`src/rtl/fetch_stage_pkg.sv`:
```
// Shared types and constants for the LEGv8 fetch stage and its IF/ID register.
package fetch_stage_pkg;

  localparam int unsigned PC_W        = 64;
  localparam int unsigned INSTR_W     = 32;
  localparam int unsigned INSTR_BYTES = 4;
  localparam logic [INSTR_W-1:0] NOP_INSTR = 32'h0;

  typedef logic [1:0] fetch_state_t;
  localparam fetch_state_t IDLE = 2'd0;
  localparam fetch_state_t RUN  = 2'd1;
  localparam fetch_state_t HALT = 2'd2;

  typedef struct packed {
    logic               valid;
    logic [PC_W-1:0]    pc;
    logic [INSTR_W-1:0] instr;
  } if_id_t;

  localparam if_id_t IF_ID_EMPTY = '{valid: 1'b0, pc: '0, instr: NOP_INSTR};

endpackage

```
`src/rtl/fetch_stage_if.sv`:
```
// Fetch-stage bus: hazard/redirect controls, instruction-memory port and IF/ID outputs.
interface fetch_stage_if #(
  parameter int unsigned CNT_W = 32
) ();
  logic        stall;
  logic        redirect_valid;
  logic [63:0] redirect_target;
  logic [63:0] pc_addr;
  logic [31:0] imem_instruction;
  logic        if_id_valid;
  logic [63:0] if_id_pc;
  logic [31:0] if_id_instruction;
  logic        halted;
  logic [CNT_W-1:0] fetch_count;

  modport master (
    input  stall, redirect_valid, redirect_target, imem_instruction,
    output pc_addr, if_id_valid, if_id_pc, if_id_instruction, halted, fetch_count
  );

  modport slave (
    output stall, redirect_valid, redirect_target, imem_instruction,
    input  pc_addr, if_id_valid, if_id_pc, if_id_instruction, halted, fetch_count
  );
endinterface

```
`src/rtl/fetch_stage_if_id_reg.sv`:
```
// Pipeline register with flush (highest priority), hold and load controls.
module fetch_stage_if_id_reg
  import fetch_stage_pkg::*;
(
  input  logic   clk,
  input  logic   rst_n,
  input  logic   hold,
  input  logic   flush,
  input  logic   load,
  input  if_id_t d,
  output if_id_t q
);

  always_ff @(posedge clk or negedge rst_n) begin
    if (!rst_n) begin
      q <= IF_ID_EMPTY;
    end else if (flush) begin
      q <= IF_ID_EMPTY;
    end else if (load && !hold) begin
      q <= d;
    end
  end

endmodule

```
`src/rtl/fetch_stage.sv`:
```
// LEGv8 fetch stage: PC ownership, IF/ID capture, redirect handling and end-of-memory halt.
module fetch_stage
  import fetch_stage_pkg::*;
#(
  parameter logic [63:0] RESET_PC   = 64'd0,
  parameter logic [63:0] IMEM_BYTES = 64'd64,
  parameter int unsigned CNT_W      = 32
) (
  input  logic          clk,
  input  logic          rst_n,
  fetch_stage_if.master bus
);

  fetch_state_t     state_q, state_d;
  logic [63:0]      pc_q, pc_d;
  logic             halted_q, halted_d;
  logic [CNT_W-1:0] cnt_q;
  logic             cap, flush, hold, cnt_inc;
  logic [63:0]      redir_pc;
  logic             redir_ok, pc_over;
  if_id_t           if_id_d, if_id_q;

  // Range checks are done in 65 bits so IMEM_BYTES near 2^64 cannot overflow.
  assign redir_pc = bus.redirect_target & ~64'd3;
  assign redir_ok = ({1'b0, redir_pc} + 65'(INSTR_BYTES)) <= {1'b0, IMEM_BYTES};
  assign pc_over  = ({1'b0, pc_q} + 65'(INSTR_BYTES)) > {1'b0, IMEM_BYTES};

  always_ff @(posedge clk or negedge rst_n) begin
    if (!rst_n) begin
      state_q  <= IDLE;
      pc_q     <= RESET_PC;
      halted_q <= 1'b0;
      cnt_q    <= '0;
    end else begin
      state_q  <= state_d;
      pc_q     <= pc_d;
      halted_q <= halted_d;
      if (cnt_inc && (cnt_q != {CNT_W{1'b1}})) cnt_q <= cnt_q + CNT_W'(1);
    end
  end

  always_comb begin
    state_d  = state_q;
    pc_d     = pc_q;
    halted_d = halted_q;
    cap      = 1'b0;
    flush    = 1'b0;
    hold     = 1'b0;
    cnt_inc  = 1'b0;
    case (state_q)
      IDLE: begin
        state_d = RUN;
        if (bus.redirect_valid) pc_d = redir_pc;
      end
      RUN: begin
        if (bus.redirect_valid) begin
          pc_d  = redir_pc;
          flush = 1'b1;
        end else if (bus.stall) begin
          hold = 1'b1;
        end else if (pc_over) begin
          state_d  = HALT;
          halted_d = 1'b1;
          flush    = 1'b1;
        end else begin
          cap     = 1'b1;
          cnt_inc = 1'b1;
          pc_d    = pc_q + 64'(INSTR_BYTES);
        end
      end
      HALT: begin
        if (bus.redirect_valid && redir_ok) begin
          pc_d     = redir_pc;
          state_d  = RUN;
          halted_d = 1'b0;
        end
      end
      default: begin
        state_d  = IDLE;
        halted_d = 1'b0;
      end
    endcase
  end

  assign if_id_d = '{valid: 1'b1, pc: pc_q, instr: bus.imem_instruction};

  fetch_stage_if_id_reg u_if_id (
    .clk   (clk),
    .rst_n (rst_n),
    .hold  (hold),
    .flush (flush),
    .load  (cap),
    .d     (if_id_d),
    .q     (if_id_q)
  );

  assign bus.pc_addr           = pc_q;
  assign bus.if_id_valid       = if_id_q.valid;
  assign bus.if_id_pc          = if_id_q.pc;
  assign bus.if_id_instruction = if_id_q.instr;
  assign bus.halted            = halted_q;
  assign bus.fetch_count       = cnt_q;

endmodule

```
`src/flat_wrapper.sv`:
```
// flat-port wrapper written by rule: the top's interface ports become plain ports
module fetch_stage_flat import fetch_stage_pkg::*;
#(
  parameter logic [63:0] RESET_PC   = 64'd0,
  parameter logic [63:0] IMEM_BYTES = 64'd64,
  parameter int unsigned CNT_W      = 32
)
  (clk, rst_n, bus_stall, bus_redirect_valid, bus_redirect_target, bus_imem_instruction, bus_pc_addr, bus_if_id_valid, bus_if_id_pc, bus_if_id_instruction, bus_halted, bus_fetch_count);
  fetch_stage_if #(.CNT_W(CNT_W)) bus_i ();
  input  logic clk;
  input  logic rst_n;
  input wire logic [$bits(bus_i.stall)-1:0] bus_stall;
  input wire logic [$bits(bus_i.redirect_valid)-1:0] bus_redirect_valid;
  input wire logic [$bits(bus_i.redirect_target)-1:0] bus_redirect_target;
  input wire logic [$bits(bus_i.imem_instruction)-1:0] bus_imem_instruction;
  output wire logic [$bits(bus_i.pc_addr)-1:0] bus_pc_addr;
  output wire logic [$bits(bus_i.if_id_valid)-1:0] bus_if_id_valid;
  output wire logic [$bits(bus_i.if_id_pc)-1:0] bus_if_id_pc;
  output wire logic [$bits(bus_i.if_id_instruction)-1:0] bus_if_id_instruction;
  output wire logic [$bits(bus_i.halted)-1:0] bus_halted;
  output wire logic [$bits(bus_i.fetch_count)-1:0] bus_fetch_count;
  assign bus_i.stall = bus_stall;
  assign bus_i.redirect_valid = bus_redirect_valid;
  assign bus_i.redirect_target = bus_redirect_target;
  assign bus_i.imem_instruction = bus_imem_instruction;
  assign bus_pc_addr = bus_i.pc_addr;
  assign bus_if_id_valid = bus_i.if_id_valid;
  assign bus_if_id_pc = bus_i.if_id_pc;
  assign bus_if_id_instruction = bus_i.if_id_instruction;
  assign bus_halted = bus_i.halted;
  assign bus_fetch_count = bus_i.fetch_count;
  fetch_stage #(.RESET_PC(RESET_PC), .IMEM_BYTES(IMEM_BYTES), .CNT_W(CNT_W)) u_core (.clk(clk), .rst_n(rst_n), .bus(bus_i));
endmodule
```
`config.mk`:
```
export PLATFORM = sky130hd
export DESIGN_NAME = fetch_stage_flat
export DESIGN_NICKNAME = d
export VERILOG_FILES = /design/src/rtl/fetch_stage_pkg.sv /design/src/rtl/fetch_stage_if.sv /design/src/rtl/fetch_stage_if_id_reg.sv /design/src/rtl/fetch_stage.sv /design/src/flat_wrapper.sv
export SDC_FILE = /design/constraint.sdc
export NUM_CORES = 1
export LEC_CHECK = 0
export ABC_CLOCK_PERIOD_IN_PS = 7680
export BUFFER_PORTS_ARGS = -buffer_cell sky130_fd_sc_hd__buf_2
export CORE_MARGIN = 4
export CORE_UTILIZATION = 51
export CTS_CLUSTER_DIAMETER = 150
export CTS_CLUSTER_SIZE = 10
export DETAILED_ROUTE_END_ITERATION = 10
export GPL_TIMING_DRIVEN = 0
export PLACE_DENSITY = 0.78
export SYNTH_ARGS = -nofsm -noshare
export SYNTH_HDL_FRONTEND = slang
export SYNTH_SLANG_ARGS = --single-unit
```
`constraint.sdc`:
```
create_clock -name clk -period 7.68 [get_ports clk]
set_clock_uncertainty 0.15 [all_clocks]
set_input_delay 1.152 -clock clk [delete_from_list [all_inputs] [get_ports clk]]
set_output_delay 1.152 -clock clk [all_outputs]
set_load 0.1 [all_outputs]
```
==> reports/metrics.csv, run 1 <==
metric,value,unit
grt_pass1_wl,64.3,mm
cp_slowest_cell,nor4_2,
vias_per_cell,6.30,
grt_antenna_before_repair,0,
cap_violations,0,
grt.total_usage,34.3,%
h-tree-depth,4,
synth_ff_type,dfrtp_1,
dp.cells,1791,
cts_buffers,17,
cts_tree,yes,
antennaDiodeCount,0,
postRouteAntennaNets,0,
syn_to_final_growth,21.5,%
holdBufCountCts,0,
cts_root_buf,clkbuf_16,
fin_nets,1637,
start_kind,input pin,
ctsLongestPathBuffers,2,
fmax,178,MHz
intPower,1.85,mW
synth_cell_types,72,
slew_viol_final,0,
post-route-period-util,73.2,%
drtIter0Drc,1118,
worst_pin_slew,1.20,ns
path_cells,"buf_2, nand4_1, nor4_2, nand2_1, o32ai_1, o2111ai_1, or4_1, nor4b_2, a31o_2, buf_4, buf_4, buf_2, nor2_1, a21oi_1",
place.gp.congestion,0.989,
yosysWarnings,0,
clockPowerShare,23.7,%
fin_area,13500,um2
die_w,156,um
worstSetupPathType,input pin to register,
port-buffer-count,280,
routed_wl,42.5,mm
setup_viol,0,
wire_per_inst,23.3,um
rsz0062_at_grt,no,
yosysTopAreaCellShare,43.3,%
num_io_pins,294,
post_cts_buffers,0,
n_fill_cell,1852,
p_per_area,279,nW/um2
cts_resized,0,
vdd_drop_max,241,uV
drt-pass1-iter-count,6,
dp_hpwl,32.2,mm
worstRegToRegCells,13,
status,"finished, final reports clean",
dieHeight,156,um
drive_gt1_share,25.1,%
pre_cts_ws,1.86,ns
holdPathStages,1,
worst_slack,2.06,ns
synth_cells,1233,
power_frac_comb,42.1,%
timing_hold_violations_final,0,
leakagePower,6.33,nW
postPlaceCellArea,13000,um2
whs,0.331,ns
synth_seq_cells,193,
r2r-end,u_core.bus.fetch_count[15],
grt_pass1_vias,11000,
seqPwrFrac,34.2,%
fin_util,63.6,%
layoutNonFillerInstCount,1823,
rows,53,
critPathMaxStageDelay,0.95,ns
async_flop_share,100,%
worstPathRequired,7.90,ns
p_total,3.78,mW
worstHoldEndpoint,u_core.u_if_id.q[57],
r2r_slack,2.60,ns
drc,0,
numClockSinks,193,
worstSetupEndpointType,register,
hold_start,u_core.u_if_id.q[57],
vias,11500,
synth_top_area_cell,dfrtp_1,
worstHoldPathType,register to register,
reg2reg_from,u_core.bus.pc_addr[2],
overflow,0,
maxSlewHeadroom,19.6,%
die-area,24300,um2
tns,0,ns
clock_latency,0.45,ns
p_sw,1.92,mW
initial_core_util,52.4,%
layout_min_cycle_time,5.62,ns
netlist_top_cells_area,"dfrtp_1 43%, and2_1 3.8%, nor2_1 3.6%",
grt_max_degree,125,
synth-edff-count,0,
ys_seq_area_share,43.3,%
synth.avg_cell_area,9.04,um2
netlist_area,11100,um2
p_sw_share,50.9,%
cp_max_fo,10,
coreArea,21300,um2
clkTransAtPathRegs,0.08,ns
worstPathArrival,5.84,ns
sequential cells by signal, summed over array words and instances, names as in the netlist:
register	count
u_core.u_if_id.q	96
u_core.bus.pc_addr	62
u_core.bus.fetch_count	32
u_core.state_q	2
u_core.bus.halted	1
critical path, delay by kind of cell:
kind	cells	cell delay, ns
AOI/OAI and AO/OA	4	0.94
buffers and inverters	4	0.81
and+or+nand+nor	6	2.92
worst max path at each step:
stage                                  startpoint                      to  slack, ns  cells after the start
after floorplan           bus_redirect_target[24]  u_core.bus.pc_addr[44]       3.04                     13
after global placement     bus_redirect_target[7]  u_core.bus.pc_addr[42]       1.24                     14
after detailed placement  bus_redirect_target[32]  u_core.bus.pc_addr[42]       1.86                     14
after CTS                  bus_redirect_target[7]  u_core.bus.pc_addr[60]       2.29                     14
after global routing       bus_redirect_target[7]  u_core.bus.pc_addr[60]       1.97                     14
final                      bus_redirect_target[7]  u_core.bus.pc_addr[60]       2.06                     14
layout make-up:
cell class              instances  area (um2)  area share (%)
plain buffers                  75         353            2.61
clock buffers                  18         429            3.17
clock inverters                14         158            1.16
inverters                      17        63.8           0.471
multi-input cells             949        5920            43.7
flip-flops and latches        193        4830            35.7
well taps                     275         344            2.54
repair buffers                282        1450            10.7
placed cells by master (no fill, tap or decap), drive strengths merged, types with 6 or more instances in the layout:
cell type / Yosys / layout
a31oi: 23 / 23
or2: 8 / 8
clkbuf: 48 / 66
mux2i: 27 / 27
buf: 27 / 309
nand3: 82 / 82
nand4: 59 / 59
nor2: 107 / 107
nor3: 48 / 48
and2: 67 / 67
nand2: 101 / 101
or3: 14 / 14
nand2b: 15 / 15
xor2: 35 / 35
xnor2: 29 / 29
a22o: 24 / 24
mux2: 21 / 21
dfrtp: 193 / 193
and4: 12 / 12
o21ai: 48 / 48
nand4b: 6 / 6
a21oi: 57 / 57
o22ai: 9 / 9
nor4: 46 / 46
and3: 18 / 18
inv: 17 / 24
or4: 18 / 18
layer usage:
layer / vias up / global-route usage, % / share of wire [%]
li1: 5152 / - / -
met4: 0 / 15.3 / 4.7
met3: 140 / 9.13 / 10
met5: - / 0 / 0
met2: 697 / 54.0 / 46
met1: 5494 / 44.7 / 39
kinds of logic after synthesis:
logic type	share of synthesized area (%)
and+or+nand+nor	30.8
other	0.0336
AOI/OAI and AO/OA	12.3
muxes	4.55
DFF	43.3
xor gates and xnor gates	5.10
buffers and inverters	3.74
adders and majority gates	0.224
cell usage after synthesis, types with 16 or more instances:
master	n
a21oi_1	57
nand2_1	101
o21ai_0	47
xor2_1	35
and3_1	18
xnor2_1	28
nor4_1	39
nand4_1	58
mux2_2	18
mux2i_1	27
a31oi_1	23
nand3_1	78
dfrtp_1	193
a22o_1	24
nor2_1	106
clkbuf_1	48
nor3_1	48
inv_1	17
and2_1	67
or4_1	16
power groups by stage:
stage	clock, mW	sequential, mW	combinational [mW]
after CTS	0.903	1.29	1.58
after global routing	0.943	1.31	1.66
after global placement	0	1.30	1.56
after detailed placement	0	1.30	1.57
after floorplan	0	1.97	0.477
final	0.894	1.29	1.59
Note: power is estimated with default switching activity, not from simulation.
==> run 2, diff against run 1 <==
Settings changed: ABC_AREA from default to 1, ABC_CLOCK_PERIOD_IN_PS 7680 to 5700, PLACE_DENSITY 0.78 to 0.75.
Clock period 7.68 ns to 5.7 ns, I/O delays scaled along.
==> reports/metrics.csv, run 2 <==
metric,value,unit,change
rsz0062_at_grt,no,,
netlist_area,13600,um2,+22%
layout_min_cycle_time,4.24,ns,
seqCellArea,4830,um2,unchanged
worst_pin_slew,0.886,ns,-0.309 ns
synth_commonest_cells,"815 x nand2_1, 324 x nor2_1, 284 x inv_1",,
setup_viol,0,,unchanged
top_register,u_core.u_if_id.q,,
p_per_area,423,nW/um2,+52%
vias_per_cell,5.51,,-13%
r2r-end,u_core.bus.pc_addr[43],,
clock_latency,0.44,ns,about the same
slew_viol_final,0,,unchanged
synth_cells,2195,,+78%
pre_cts_ws,1.10,ns,-0.757 ns
drt-pass1-iter-count,6,,unchanged
leakagePower,8.51,nW,+34%
ctsLongestPathBuffers,2,,unchanged
synth_ff_type,dfrtp_1,,
ys_seq_area_share,35.4,%,-7.9 points
fmax,236,MHz,
largest_reg_flops,96,,unchanged
initial_core_util,52.0,%,-0.32 points
worstHoldPathType,input pin to asynchronous set/reset pin,,
post-route-period-util,74.3,%,
whs,0.193,ns,-0.138 ns
drtIter0Drc,1726,,+54%
syn_to_final_growth,18.7,%,
status,"finished, final reports clean",,
coreArea,26200,um2,+23%
worstSetupPathType,input pin to register,,
worstRegToRegCells,18,,+5
cts_resized,0,,unchanged
cap_violations,0,,unchanged
worstSetupEndpointType,register,,
worst_slack,1.46,ns,-0.596 ns
cts_root_buf,clkbuf_16,,
n_fill_cell,2493,,+35%
vdd_drop_max,350,uV,+45%
cp_max_fo,10,,unchanged
num_io_pins,294,,unchanged
fin_nets,2607,,+59%
grt_max_degree,129,,+3.2%
fin_area,16200,um2,+20%
mostFrequentLayoutCells,"815 x nand2_1, 324 x nor2_1, 289 x buf_2",,
async_flop_share,100,%,unchanged
antennaDiodeCount,0,,unchanged
die-area,29400,um2,+21%
worstPathRequired,5.93,ns,-1.97 ns
synth_top_area_cell,dfrtp_1,,
yosysMostFrequentCell,nand2_1,,
postRouteAntennaNets,0,,unchanged
cts_tree,yes,,
grt_antenna_before_repair,0,,unchanged
vias,15700,,+37%
yosysWarnings,0,,unchanged
overflow,0,,unchanged
netlist_top_cells_area,"dfrtp_1 35%, nand2_1 22%, nor2_1 8.9%",,
numClockSinks,193,,unchanged
timing_hold_violations_final,0,,unchanged
dp_hpwl,43.2,mm,+34%
routed_wl,53.2,mm,+25%
grt.total_usage,35.0,%,+0.67 points
dieHeight,172,um,+10%
holdBufCountCts,0,,unchanged
place.gp.congestion,1.05,,+5.9%
p_total,6.86,mW,+81%
postPlaceCellArea,15500,um2,+20%
die_w,172,um,+10%
port-buffer-count,289,,+3.2%
grt_pass1_vias,14600,,+32%
clkTransAtPathRegs,0.09,ns,about the same
post_cts_buffers,0,,unchanged
start_kind,input pin,,
reg2reg_from,u_core.bus.pc_addr[3],,
tns,0,ns,unchanged
yosysTopAreaCellShare,35.4,%,-7.9 points
h-tree-depth,4,,unchanged
maxSlewHeadroom,40.7,%,+21 points
grt_pass1_wl,79.7,mm,+24%
synth.avg_cell_area,6.21,um2,-31%
rows,59,,+11%
synth_cell_types,40,,-44%
drive_gt1_share,15.4,%,-9.6 points
final_common_cell,nand2_1,,
worstPathArrival,4.47,ns,-1.37 ns
multiInputGateArea,7410,um2,+25%
r2r_slack,1.81,ns,-0.79 ns
synth_seq_cells,193,,unchanged
wire_per_inst,18.7,um,-20%
drc,0,,unchanged
synth-edff-count,0,,unchanged
cts_buffers,17,,unchanged
==> run 2: changes by cell type after synthesis, sizes merged, moves of 21 or more <==
cell	previous run	this run
a31oi	23	0
mux2	21	0
nor4	46	4
mux2i	27	0
o21ai	48	84
nand3	82	194
inv	17	294
and2	67	0
nand2	101	825
nor2	107	345
a21oi	57	3
==> run 2: worst max path at each step <==
stage | to | start | cells after the start | slack, ns
floorplan | u_core.u_if_id.q[10] | u_core.bus.pc_addr[3] | 18 | 2.07
global placement | u_core.bus.fetch_count[19] | rst_n | 1 | 0.49
detailed placement | u_core.bus.pc_addr[17] | bus_redirect_target[30] | 18 | 1.10
CTS | u_core.bus.pc_addr[43] | bus_redirect_target[30] | 18 | 1.55
global route | u_core.bus.pc_addr[43] | bus_redirect_target[30] | 18 | 1.31
finish | u_core.bus.pc_addr[43] | bus_redirect_target[30] | 18 | 1.46
==> run 2: where the power goes <==
group	switching, mW	internal, mW
sequential	0.442	1.58
clock	0.698	0.627
combinational	2.87	0.644
==> run 2: through the flow <==
step                instances  utilization [%]
floorplan                2196                -
global placement         2820             59.2
detailed placement       2821             59.3
CTS                      2853             61.8
global route             2853             61.8
finish                   2853             61.8
==> run 2: critical path, stage by stage <==
cell and delay [ns]:
buf_2 0.18, inv_1 0.08, nor3_1 0.35, nand2_1 0.20, nor2_1 0.45, nand2_1 0.10
nand2_1 0.07, nand2_1 0.04, a21oi_1 0.19, nand3_1 0.09, nor2_1 0.22, nand3_1 0.10
nor2_1 0.23, nand4_2 0.52, nand2_4 0.44, buf_6 0.19, nand2_1 0.07, nand2_1 0.07
==> run 2: cell type report <==
class | instances | share of cell area [%]
multi-input combinational | 1656 | 45.8
tap | 335 | 2.59
clock inverter | 15 | 1.38
clock buffer | 17 | 2.63
buffer | 51 | 1.79
inverter | 296 | 6.86
sequential | 193 | 29.8
timing repair buffer | 290 | 9.16
==> run 2: cell families after synthesis <==
family	after synthesis	share of synthesized area (%)
AOI/OAI and AO/OA	113	4.86
and+or+nand+nor	1494	46.4
xor gates and xnor gates	45	2.89
buffers and inverters	347	10.3
other	1	0.0275
adders and majority gates	2	0.183
DFF	193	35.4
==> run 2: routing by layer <==
layer  track usage [%]  share of wire (%)
met5                 0                  0
met4              12.7                3.9
met3              7.15                 10
met2              56.6                 46
met1              46.7                 40
